==> config.mk <==
export PLATFORM = sky130hd
export DESIGN_NAME = sram_rr_arbiter_flat
export DESIGN_NICKNAME = d
export VERILOG_FILES = /design/src/rtl/sram_rr_arbiter_if.sv /design/src/rtl/sram_rr_arbiter.sv /design/src/flat_wrapper.sv
export SDC_FILE = /design/constraint.sdc
export NUM_CORES = 1
export LEC_CHECK = 0
export ABC_CLOCK_PERIOD_IN_PS = 6100
export CAP_MARGIN = 15
export CELL_PAD_IN_SITES_DETAIL_PLACEMENT = 1
export CELL_PAD_IN_SITES_GLOBAL_PLACEMENT = 1
export CORE_UTILIZATION = 35
export DETAILED_ROUTE_END_ITERATION = 16
export PLACE_DENSITY_LB_ADDON = 0.12
export SYNTH_ARGS = -nofsm -noshare
export SYNTH_HDL_FRONTEND = slang
export SYNTH_SLANG_ARGS = --single-unit
==> constraint.sdc <==
create_clock -name clk -period 6.1 [get_ports clk]
set_input_delay 0.61 -clock clk [delete_from_list [all_inputs] [get_ports clk]]
set_output_delay 0.61 -clock clk [all_outputs]
set_load 0.02 [all_outputs]
==> src/rtl/sram_rr_arbiter_if.sv <==
// rtl/sram_rr_arbiter_if.sv - requester-side command/response bundle for the SRAM arbiter
interface sram_rr_arbiter_if #(
  parameter int NUM_REQ    = 4,
  parameter int ADDR_WIDTH = 8,
  parameter int DATA_WIDTH = 8,
  parameter int LEN_WIDTH  = 4
);
  logic [NUM_REQ-1:0]            req_valid;
  logic [NUM_REQ-1:0]            req_we;
  logic [NUM_REQ*ADDR_WIDTH-1:0] req_addr;
  logic [NUM_REQ*LEN_WIDTH-1:0]  req_len;
  logic [NUM_REQ*DATA_WIDTH-1:0] req_wdata;
  logic [NUM_REQ-1:0]            req_ready;
  logic [NUM_REQ-1:0]            rsp_valid;
  logic [DATA_WIDTH-1:0]         rsp_data;
  logic                          rsp_last;

  modport master (
    output req_valid, req_we, req_addr, req_len, req_wdata,
    input  req_ready, rsp_valid, rsp_data, rsp_last
  );

  modport slave (
    input  req_valid, req_we, req_addr, req_len, req_wdata,
    output req_ready, rsp_valid, rsp_data, rsp_last
  );
endinterface

==> src/rtl/sram_rr_arbiter.sv <==
// rtl/sram_rr_arbiter.sv - round-robin burst arbiter sharing one registered-read SRAM
module sram_rr_arbiter #(
  parameter int NUM_REQ    = 4,
  parameter int ADDR_WIDTH = 8,
  parameter int DATA_WIDTH = 8,
  parameter int LEN_WIDTH  = 4
) (
  input  logic                  clk,
  input  logic                  rst_n,
  sram_rr_arbiter_if.slave      req_if,
  output logic [ADDR_WIDTH-1:0] sram_addr_o,
  output logic                  sram_wr_en_o,
  output logic                  sram_rd_en_o,
  output logic [DATA_WIDTH-1:0] sram_wdata_o,
  input  logic [DATA_WIDTH-1:0] sram_rdata_i,
  output logic                  busy_o
);
  localparam int PTR_W = $clog2(NUM_REQ);

  typedef enum logic {IDLE, BURST} state_t;

  state_t                state_q, state_d;
  logic [PTR_W-1:0]      rr_ptr_q, rr_ptr_d;
  logic [PTR_W-1:0]      owner_q, owner_d;
  logic [ADDR_WIDTH-1:0] cur_addr_q, cur_addr_d;
  logic [LEN_WIDTH-1:0]  remaining_q, remaining_d;
  logic                  we_q, we_d;
  logic [ADDR_WIDTH-1:0] sram_addr_q, sram_addr_d;
  logic                  sram_wr_en_q, sram_wr_en_d;
  logic                  sram_rd_en_q, sram_rd_en_d;
  logic [DATA_WIDTH-1:0] sram_wdata_q, sram_wdata_d;
  logic                  rd_pend_q, rd_pend_d;
  logic [PTR_W-1:0]      rd_owner_q, rd_owner_d;
  logic                  rd_last_q, rd_last_d;
  logic [NUM_REQ-1:0]    rsp_valid_q, rsp_valid_d;
  logic                  rsp_last_q, rsp_last_d;

  logic                  gnt_found;
  logic [PTR_W-1:0]      gnt_idx, cand;
  logic [NUM_REQ-1:0]    ready;
  logic                  accept;
  logic [PTR_W-1:0]      sel;
  logic                  beat_we, beat_last;
  logic [ADDR_WIDTH-1:0] beat_addr;
  logic [LEN_WIDTH-1:0]  beat_len;
  logic [DATA_WIDTH-1:0] beat_wdata;

  function automatic logic [PTR_W-1:0] ptr_inc(input logic [PTR_W-1:0] p);
    return (int'(p) == NUM_REQ - 1) ? '0 : p + 1'b1;
  endfunction

  // Cyclic search for the first valid requester starting at rr_ptr.
  always_comb begin
    gnt_found = 1'b0;
    gnt_idx   = rr_ptr_q;
    cand      = rr_ptr_q;
    for (int k = 0; k < NUM_REQ; k++) begin
      if (!gnt_found && req_if.req_valid[cand]) begin
        gnt_found = 1'b1;
        gnt_idx   = cand;
      end
      cand = ptr_inc(cand);
    end
  end

  always_comb begin
    ready = '0;
    if (rst_n) begin
      if (state_q == IDLE) begin
        if (gnt_found) ready[gnt_idx] = 1'b1;
      end else begin
        ready[owner_q] = 1'b1;
      end
    end
  end

  assign accept     = |(req_if.req_valid & ready);
  assign sel        = (state_q == IDLE) ? gnt_idx : owner_q;
  assign beat_len   = req_if.req_len[gnt_idx*LEN_WIDTH +: LEN_WIDTH];
  assign beat_we    = (state_q == IDLE) ? req_if.req_we[gnt_idx] : we_q;
  assign beat_addr  = (state_q == IDLE) ? req_if.req_addr[gnt_idx*ADDR_WIDTH +: ADDR_WIDTH]
                                        : cur_addr_q;
  assign beat_last  = (state_q == IDLE) ? (beat_len == '0) : (remaining_q == LEN_WIDTH'(1));
  assign beat_wdata = req_if.req_wdata[sel*DATA_WIDTH +: DATA_WIDTH];

  always_comb begin
    state_d     = state_q;
    rr_ptr_d    = rr_ptr_q;
    owner_d     = owner_q;
    cur_addr_d  = cur_addr_q;
    remaining_d = remaining_q;
    we_d        = we_q;
    if (accept) begin
      case (state_q)
        IDLE: begin
          if (beat_last) begin
            rr_ptr_d = ptr_inc(gnt_idx);
          end else begin
            state_d     = BURST;
            owner_d     = gnt_idx;
            cur_addr_d  = beat_addr + 1'b1;
            remaining_d = beat_len;
            we_d        = beat_we;
          end
        end
        default: begin
          cur_addr_d  = cur_addr_q + 1'b1;
          remaining_d = remaining_q - 1'b1;
          if (beat_last) begin
            state_d  = IDLE;
            rr_ptr_d = ptr_inc(owner_q);
          end
        end
      endcase
    end
  end

  // Command stage is the SRAM cycle; response stage follows the registered read by one cycle.
  always_comb begin
    sram_wr_en_d = accept & beat_we;
    sram_rd_en_d = accept & ~beat_we;
    sram_addr_d  = accept ? beat_addr : sram_addr_q;
    sram_wdata_d = (accept && beat_we) ? beat_wdata : sram_wdata_q;
    rd_pend_d    = accept & ~beat_we;
    rd_owner_d   = sel;
    rd_last_d    = beat_last;
    rsp_valid_d  = '0;
    if (rd_pend_q) rsp_valid_d[rd_owner_q] = 1'b1;
    rsp_last_d   = rd_pend_q & rd_last_q;
  end

  always_ff @(posedge clk or negedge rst_n) begin
    if (!rst_n) begin
      state_q      <= IDLE;
      rr_ptr_q     <= '0;
      owner_q      <= '0;
      cur_addr_q   <= '0;
      remaining_q  <= '0;
      we_q         <= 1'b0;
      sram_addr_q  <= '0;
      sram_wr_en_q <= 1'b0;
      sram_rd_en_q <= 1'b0;
      sram_wdata_q <= '0;
      rd_pend_q    <= 1'b0;
      rd_owner_q   <= '0;
      rd_last_q    <= 1'b0;
      rsp_valid_q  <= '0;
      rsp_last_q   <= 1'b0;
    end else begin
      state_q      <= state_d;
      rr_ptr_q     <= rr_ptr_d;
      owner_q      <= owner_d;
      cur_addr_q   <= cur_addr_d;
      remaining_q  <= remaining_d;
      we_q         <= we_d;
      sram_addr_q  <= sram_addr_d;
      sram_wr_en_q <= sram_wr_en_d;
      sram_rd_en_q <= sram_rd_en_d;
      sram_wdata_q <= sram_wdata_d;
      rd_pend_q    <= rd_pend_d;
      rd_owner_q   <= rd_owner_d;
      rd_last_q    <= rd_last_d;
      rsp_valid_q  <= rsp_valid_d;
      rsp_last_q   <= rsp_last_d;
    end
  end

  assign req_if.req_ready = ready;
  assign req_if.rsp_valid = rsp_valid_q;
  assign req_if.rsp_data  = sram_rdata_i;
  assign req_if.rsp_last  = rsp_last_q;
  assign sram_addr_o      = sram_addr_q;
  assign sram_wr_en_o     = sram_wr_en_q;
  assign sram_rd_en_o     = sram_rd_en_q;
  assign sram_wdata_o     = sram_wdata_q;
  assign busy_o           = (state_q == BURST);
endmodule
==> src/flat_wrapper.sv <==
// flat-port wrapper written by rule: the top's interface ports become plain ports
module sram_rr_arbiter_flat 
#(
  parameter int NUM_REQ    = 4,
  parameter int ADDR_WIDTH = 8,
  parameter int DATA_WIDTH = 8,
  parameter int LEN_WIDTH  = 4
)
  (clk, rst_n, sram_addr_o, sram_wr_en_o, sram_rd_en_o, sram_wdata_o, sram_rdata_i, busy_o, req_if_req_valid, req_if_req_we, req_if_req_addr, req_if_req_len, req_if_req_wdata, req_if_req_ready, req_if_rsp_valid, req_if_rsp_data, req_if_rsp_last);
  sram_rr_arbiter_if #(.NUM_REQ(NUM_REQ), .ADDR_WIDTH(ADDR_WIDTH), .DATA_WIDTH(DATA_WIDTH), .LEN_WIDTH(LEN_WIDTH)) req_if_i ();
  input  logic clk;
  input  logic rst_n;
  output logic [ADDR_WIDTH-1:0] sram_addr_o;
  output logic sram_wr_en_o;
  output logic sram_rd_en_o;
  output logic [DATA_WIDTH-1:0] sram_wdata_o;
  input  logic [DATA_WIDTH-1:0] sram_rdata_i;
  output logic busy_o;
  input wire logic [$bits(req_if_i.req_valid)-1:0] req_if_req_valid;
  input wire logic [$bits(req_if_i.req_we)-1:0] req_if_req_we;
  input wire logic [$bits(req_if_i.req_addr)-1:0] req_if_req_addr;
  input wire logic [$bits(req_if_i.req_len)-1:0] req_if_req_len;
  input wire logic [$bits(req_if_i.req_wdata)-1:0] req_if_req_wdata;
  output wire logic [$bits(req_if_i.req_ready)-1:0] req_if_req_ready;
  output wire logic [$bits(req_if_i.rsp_valid)-1:0] req_if_rsp_valid;
  output wire logic [$bits(req_if_i.rsp_data)-1:0] req_if_rsp_data;
  output wire logic [$bits(req_if_i.rsp_last)-1:0] req_if_rsp_last;
  assign req_if_i.req_valid = req_if_req_valid;
  assign req_if_i.req_we = req_if_req_we;
  assign req_if_i.req_addr = req_if_req_addr;
  assign req_if_i.req_len = req_if_req_len;
  assign req_if_i.req_wdata = req_if_req_wdata;
  assign req_if_req_ready = req_if_i.req_ready;
  assign req_if_rsp_valid = req_if_i.rsp_valid;
  assign req_if_rsp_data = req_if_i.rsp_data;
  assign req_if_rsp_last = req_if_i.rsp_last;
  sram_rr_arbiter #(.NUM_REQ(NUM_REQ), .ADDR_WIDTH(ADDR_WIDTH), .DATA_WIDTH(DATA_WIDTH), .LEN_WIDTH(LEN_WIDTH)) u_core (.clk(clk), .rst_n(rst_n), .req_if(req_if_i), .sram_addr_o(sram_addr_o), .sram_wr_en_o(sram_wr_en_o), .sram_rd_en_o(sram_rd_en_o), .sram_wdata_o(sram_wdata_o), .sram_rdata_i(sram_rdata_i), .busy_o(busy_o));
endmodule
==> qor.txt <==
===========================================================================
Total routing resource utilization after global routing               20.8%
Sequential fraction of design power                                   18.8%
DP Worst Slack                                                      1.25 ns
Total congestion overflow                                                 0
Area of the mapped netlist                                       3410 sq um
Antenna violations before repair                                          0
DR vias                                                                3277
Maximum number of pins on one net before global-route repair             48
Vias per cell                                                          5.30
Worst Setup Start Kind                                                 flop
Antenna Cells                                                             0
IO Port Bufs                                                            117
Post-route met1 wirelength                                          4.42 mm
Worst Slack Setup Final                                             1.36 ns
Worst IR Drop VDD                                                  0.349 mV
CTS Hold Bufs                                                             0
EDFF count, synth                                                         0
DIE WIDTH                                                       101 microns
Per-instance average area after synthesis                        8.77 sq um
Max-slew headroom                                                     34.6%
Dominant register cell in the synthesized netlist                   dfrtp_1
Clock skew after layout                                          0.00518 ns
Transition time of the tightest slew-check pin                     0.980 ns
Met3 WL                                                         440 microns
Comb power frac                                                       74.3%
Sinks on Clock Net                                                       44
Minimum clock period after layout                                   4.74 ns
WP depth                                                                 11
Resize count post-CTS                                                     0
Count of non-filler cells in the finished layout                        618
Latest clock arrival within the worst-skew pair                     0.29 ns
# Max-Cap Violations                                                      0
Largest fanout on the critical path                                      17
Share of post-route cells with drive strength above 1                 9.61%
Layout Area Growth over Synthesis                                     37.6%
Cell family contributing the most delay on the critical path   simple AND/OR/NAND/NOR gates
Number of top-level pins                                                134
Cells along the critical path                                  ha_1 > or2_1 > mux4_2 > nand3_1 > o211ai_2 > nand2_4 > ha_1 > nand2_1 > o21ai_0 > and2_1 > clkdlybuf4s50_1
Slowest Stage Delay on Critical Path                                0.60 ns
Cell with the largest stage delay on the worst path            clkdlybuf4s50_1
Number of detailed-route iterations in the first pass                     6
Final period utilization                                              77.7%
Path type of the worst min-delay path                          input pin to asynchronous set/reset pin
Arrival time at the worst endpoint                                  4.13 ns
Distinct cell type count after synthesis                                 63
HPWL after detailed placement                                       8.02 mm
Run status                                                     finished clean
Power per unit of standard cell area                            590 nW/um^2
Cells after Synth                                                       389
Cts bufs inserted                                                         5
Final setup violation count                                               0
Category of the most critical setup path                       flop to primary output
Initial Util                                                          36.6%
Number of remaining DRC errors                                            0
CTS clk-pin slew, worst paths                                       0.09 ns
Worst Path Required                                                 5.49 ns
# placed instances                                                      609
Cell chosen for the clock root                                     clkbuf_8
Buffers inserted during post-CTS setup optimization                       0
Number of storage elements in the synthesis netlist                      44
Met2 wire length                                                    5.45 mm
Peak clock frequency supported by timing                          0.211 GHz
Number of buffer and inverter stages on the critical path                 1
Share of total power in the clock network                              6.9%
TritonCTS clock tree                                                   done
Register area share after synthesis                                   32.3%
Number of global-route vias before repair                              3417
Switch share                                                          50.0%
Final number of hold-violating endpoints                                  0
RSZ-0062 raised after global routing                                     no
Die extent in y                                                 101 microns
Number of nets produced by synthesis                                    496
Int Pwr                                                             1.38 mW
Total number of placement rows                                           35
Crit. End Element                                              primary output
Area of the die                                                 10100 sq um
Routed Wire Length                                                  10.4 mm
P_sw                                                                1.38 mW
Pins Over Slew Limit                                                      0
Maximum buffer depth of the clock tree                                    2
Global placer's final weighted congestion                             0.873
Wire length of the first global-routing pass                        16.8 mm
Yosys Warn Count                                                          0
Nets                                                                    595
DR WL/cell                                                     16.8 microns
Async S/R FF share, synth                                              100%
Most used cell, CP                                                     ha_1
Leakage power total                                                 1.97 nW
CTS H-tree lvls                                                           2
R2R depth                                                                14
Area of the placeable core                                       9330 sq um
Final TNS setup                                                        0 ns
Count of antenna-violating nets left after detailed routing               0
Top layer reached by signal wires                                      met4
DRC violation total after the first TritonRoute iteration                89
===========================================================================
layout make-up:
type | count | area, sq um
sequential | 44 | 1100
clock inverter | 2 | 10.0
inverter | 21 | 83.8
multi-input combinational | 294 | 2050
clock buffer | 6 | 82.6
fill | 1123 | 4640
tap | 129 | 161
timing repair buffer | 122 | 1200
power groups by stage:
stage / logic, mW / clock network [mW] / registers [mW]
floorplan: 1.46 / 0 / 0.580
global placement: 2.02 / 0 / 0.523
detailed placement: 2.06 / 0 / 0.530
CTS: 2.07 / 0.195 / 0.525
global route: 2.27 / 0.207 / 0.541
finish: 2.06 / 0.190 / 0.521
per-stage QoR:
stage | utilization [%] | power, mW | area [sq um] | hold slack (ns)
4_1_cts | 50.2 | 2.79 | 4680 | 0.421
5_1_grt | 50.3 | 3.02 | 4690 | 0.436
3_3_place_gp | 49.2 | 2.54 | 4590 | 0.443
2_1_floorplan | - | 2.04 | 3410 | 0.314
6_report | 50.3 | 2.77 | 4690 | 0.401
3_5_place_dp | 49.2 | 2.59 | 4590 | 0.451
sequential cells by signal (all words and copies together), names as in the netlist, 2 cells and up:
signal and flops:
u_core.cur_addr_q 8, u_core.sram_wdata_o 8, u_core.owner_q 2, u_core.rd_owner_q 2, u_core.req_if.rsp_valid 4, u_core.remaining_q 4, u_core.rr_ptr_q 2, u_core.sram_addr_o 8
Yosys cell counts (2+ instances only):
| master | number | area [sq um] |
|---|---|---|
| mux2_1 | 4 | 45.0 |
| mux2i_1 | 28 | 280 |
| and4_1 | 2 | 17.5 |
| o21ai_1 | 5 | 25.0 |
| ha_1 | 9 | 113 |
| o21ai_0 | 36 | 180 |
| nand2b_1 | 3 | 18.8 |
| buf_2 | 3 | 15.0 |
| a31oi_1 | 9 | 56.3 |
| a222oi_1 | 2 | 20.0 |
| or2_1 | 2 | 12.5 |
| nor4b_1 | 3 | 26.3 |
| a32oi_1 | 2 | 17.5 |
| nor3b_1 | 3 | 22.5 |
| a21oi_1 | 11 | 55.1 |
| nor2_1 | 22 | 82.6 |
| nand3_1 | 30 | 150 |
| xnor2_1 | 3 | 26.3 |
| inv_1 | 18 | 67.6 |
| nand4_1 | 3 | 18.8 |
| a311oi_1 | 2 | 17.5 |
| a221o_1 | 3 | 30.0 |
| a22oi_1 | 3 | 22.5 |
| nor2b_1 | 4 | 25.0 |
| mux4_2 | 2 | 45.0 |
| nand2_1 | 40 | 150 |
| o31ai_1 | 2 | 15.0 |
| clkbuf_1 | 12 | 45.0 |
| dfrtp_1 | 44 | 1100 |
| nor3_1 | 4 | 20.0 |
| mux2_2 | 19 | 214 |
| nor2_2 | 2 | 12.5 |
| or3_1 | 2 | 12.5 |
| buf_6 | 3 | 33.8 |
| and3_1 | 3 | 18.8 |
| and2_1 | 8 | 50.1 |
| buf_4 | 11 | 82.6 |
| a22oi_2 | 2 | 25.0 |
per-layer routing:
metal / track usage [%] / up-vias
li1: - / 1597
met1: 25.8 / 1588
met2: 38.7 / 84
met3: 3.40 / 8
met4: 2.68 / 0
met5: 0 / -
cell usage in the layout, fill, tap and decap left out, drive strengths merged, types with 2 or more instances in the layout:
cell type        n
nor4b            3
nor2b            4
nor2            24
mux2            23
a31oi           10
and3             3
ha               9
clkinv           4
a22oi            5
and4             2
or3              2
o21ai           41
xnor2            3
o31ai            2
a222oi           2
inv             19
clkdlybuf4s50  116
nor3b            3
a32oi            2
a311oi           2
nand2           41
dfrtp           44
mux2i           28
buf              6
nor3             4
o211ai           2
or2              2
a21oi           11
nand2b           3
mux4             2
and2             9
clkbuf           6
a221o            3
nand4            3
nand3           30
logic make-up (layout without fill, tap and decap cells):
| logic type | count (synthesis) | count (layout) | synth area share (%) |
|---|---|---|---|
| multiplexers | 53 | 53 | 17.1 |
| adder cells (fa/ha/maj) | 9 | 9 | 3.30 |
| AND/OR/NAND/NOR | 137 | 137 | 20.2 |
| XOR/XNOR | 3 | 3 | 0.771 |
| AO/OA/AOI/OAI | 92 | 92 | 18.5 |
| buffers and inverters | 51 | 151 | 7.74 |
| flip-flops | 44 | 44 | 32.3 |
final timing paths:
path / startpoint / end / slack, ns
max: u_core.rr_ptr_q[0] / req_if_req_ready[3] / 1.36
min: rst_n / u_core.cur_addr_q[4] / 0.40
max reg2reg: u_core.rr_ptr_q[0] / u_core.cur_addr_q[1] / 1.50
min reg2reg: u_core.rd_last_q / u_core.req_if.rsp_last / 0.47
max in group asynchronous: rst_n / u_core.owner_q[0] / 5.30
min in group clk: u_core.rd_last_q / u_core.req_if.rsp_last / 0.47
Note: power is estimated with default switching activity, not from simulation.
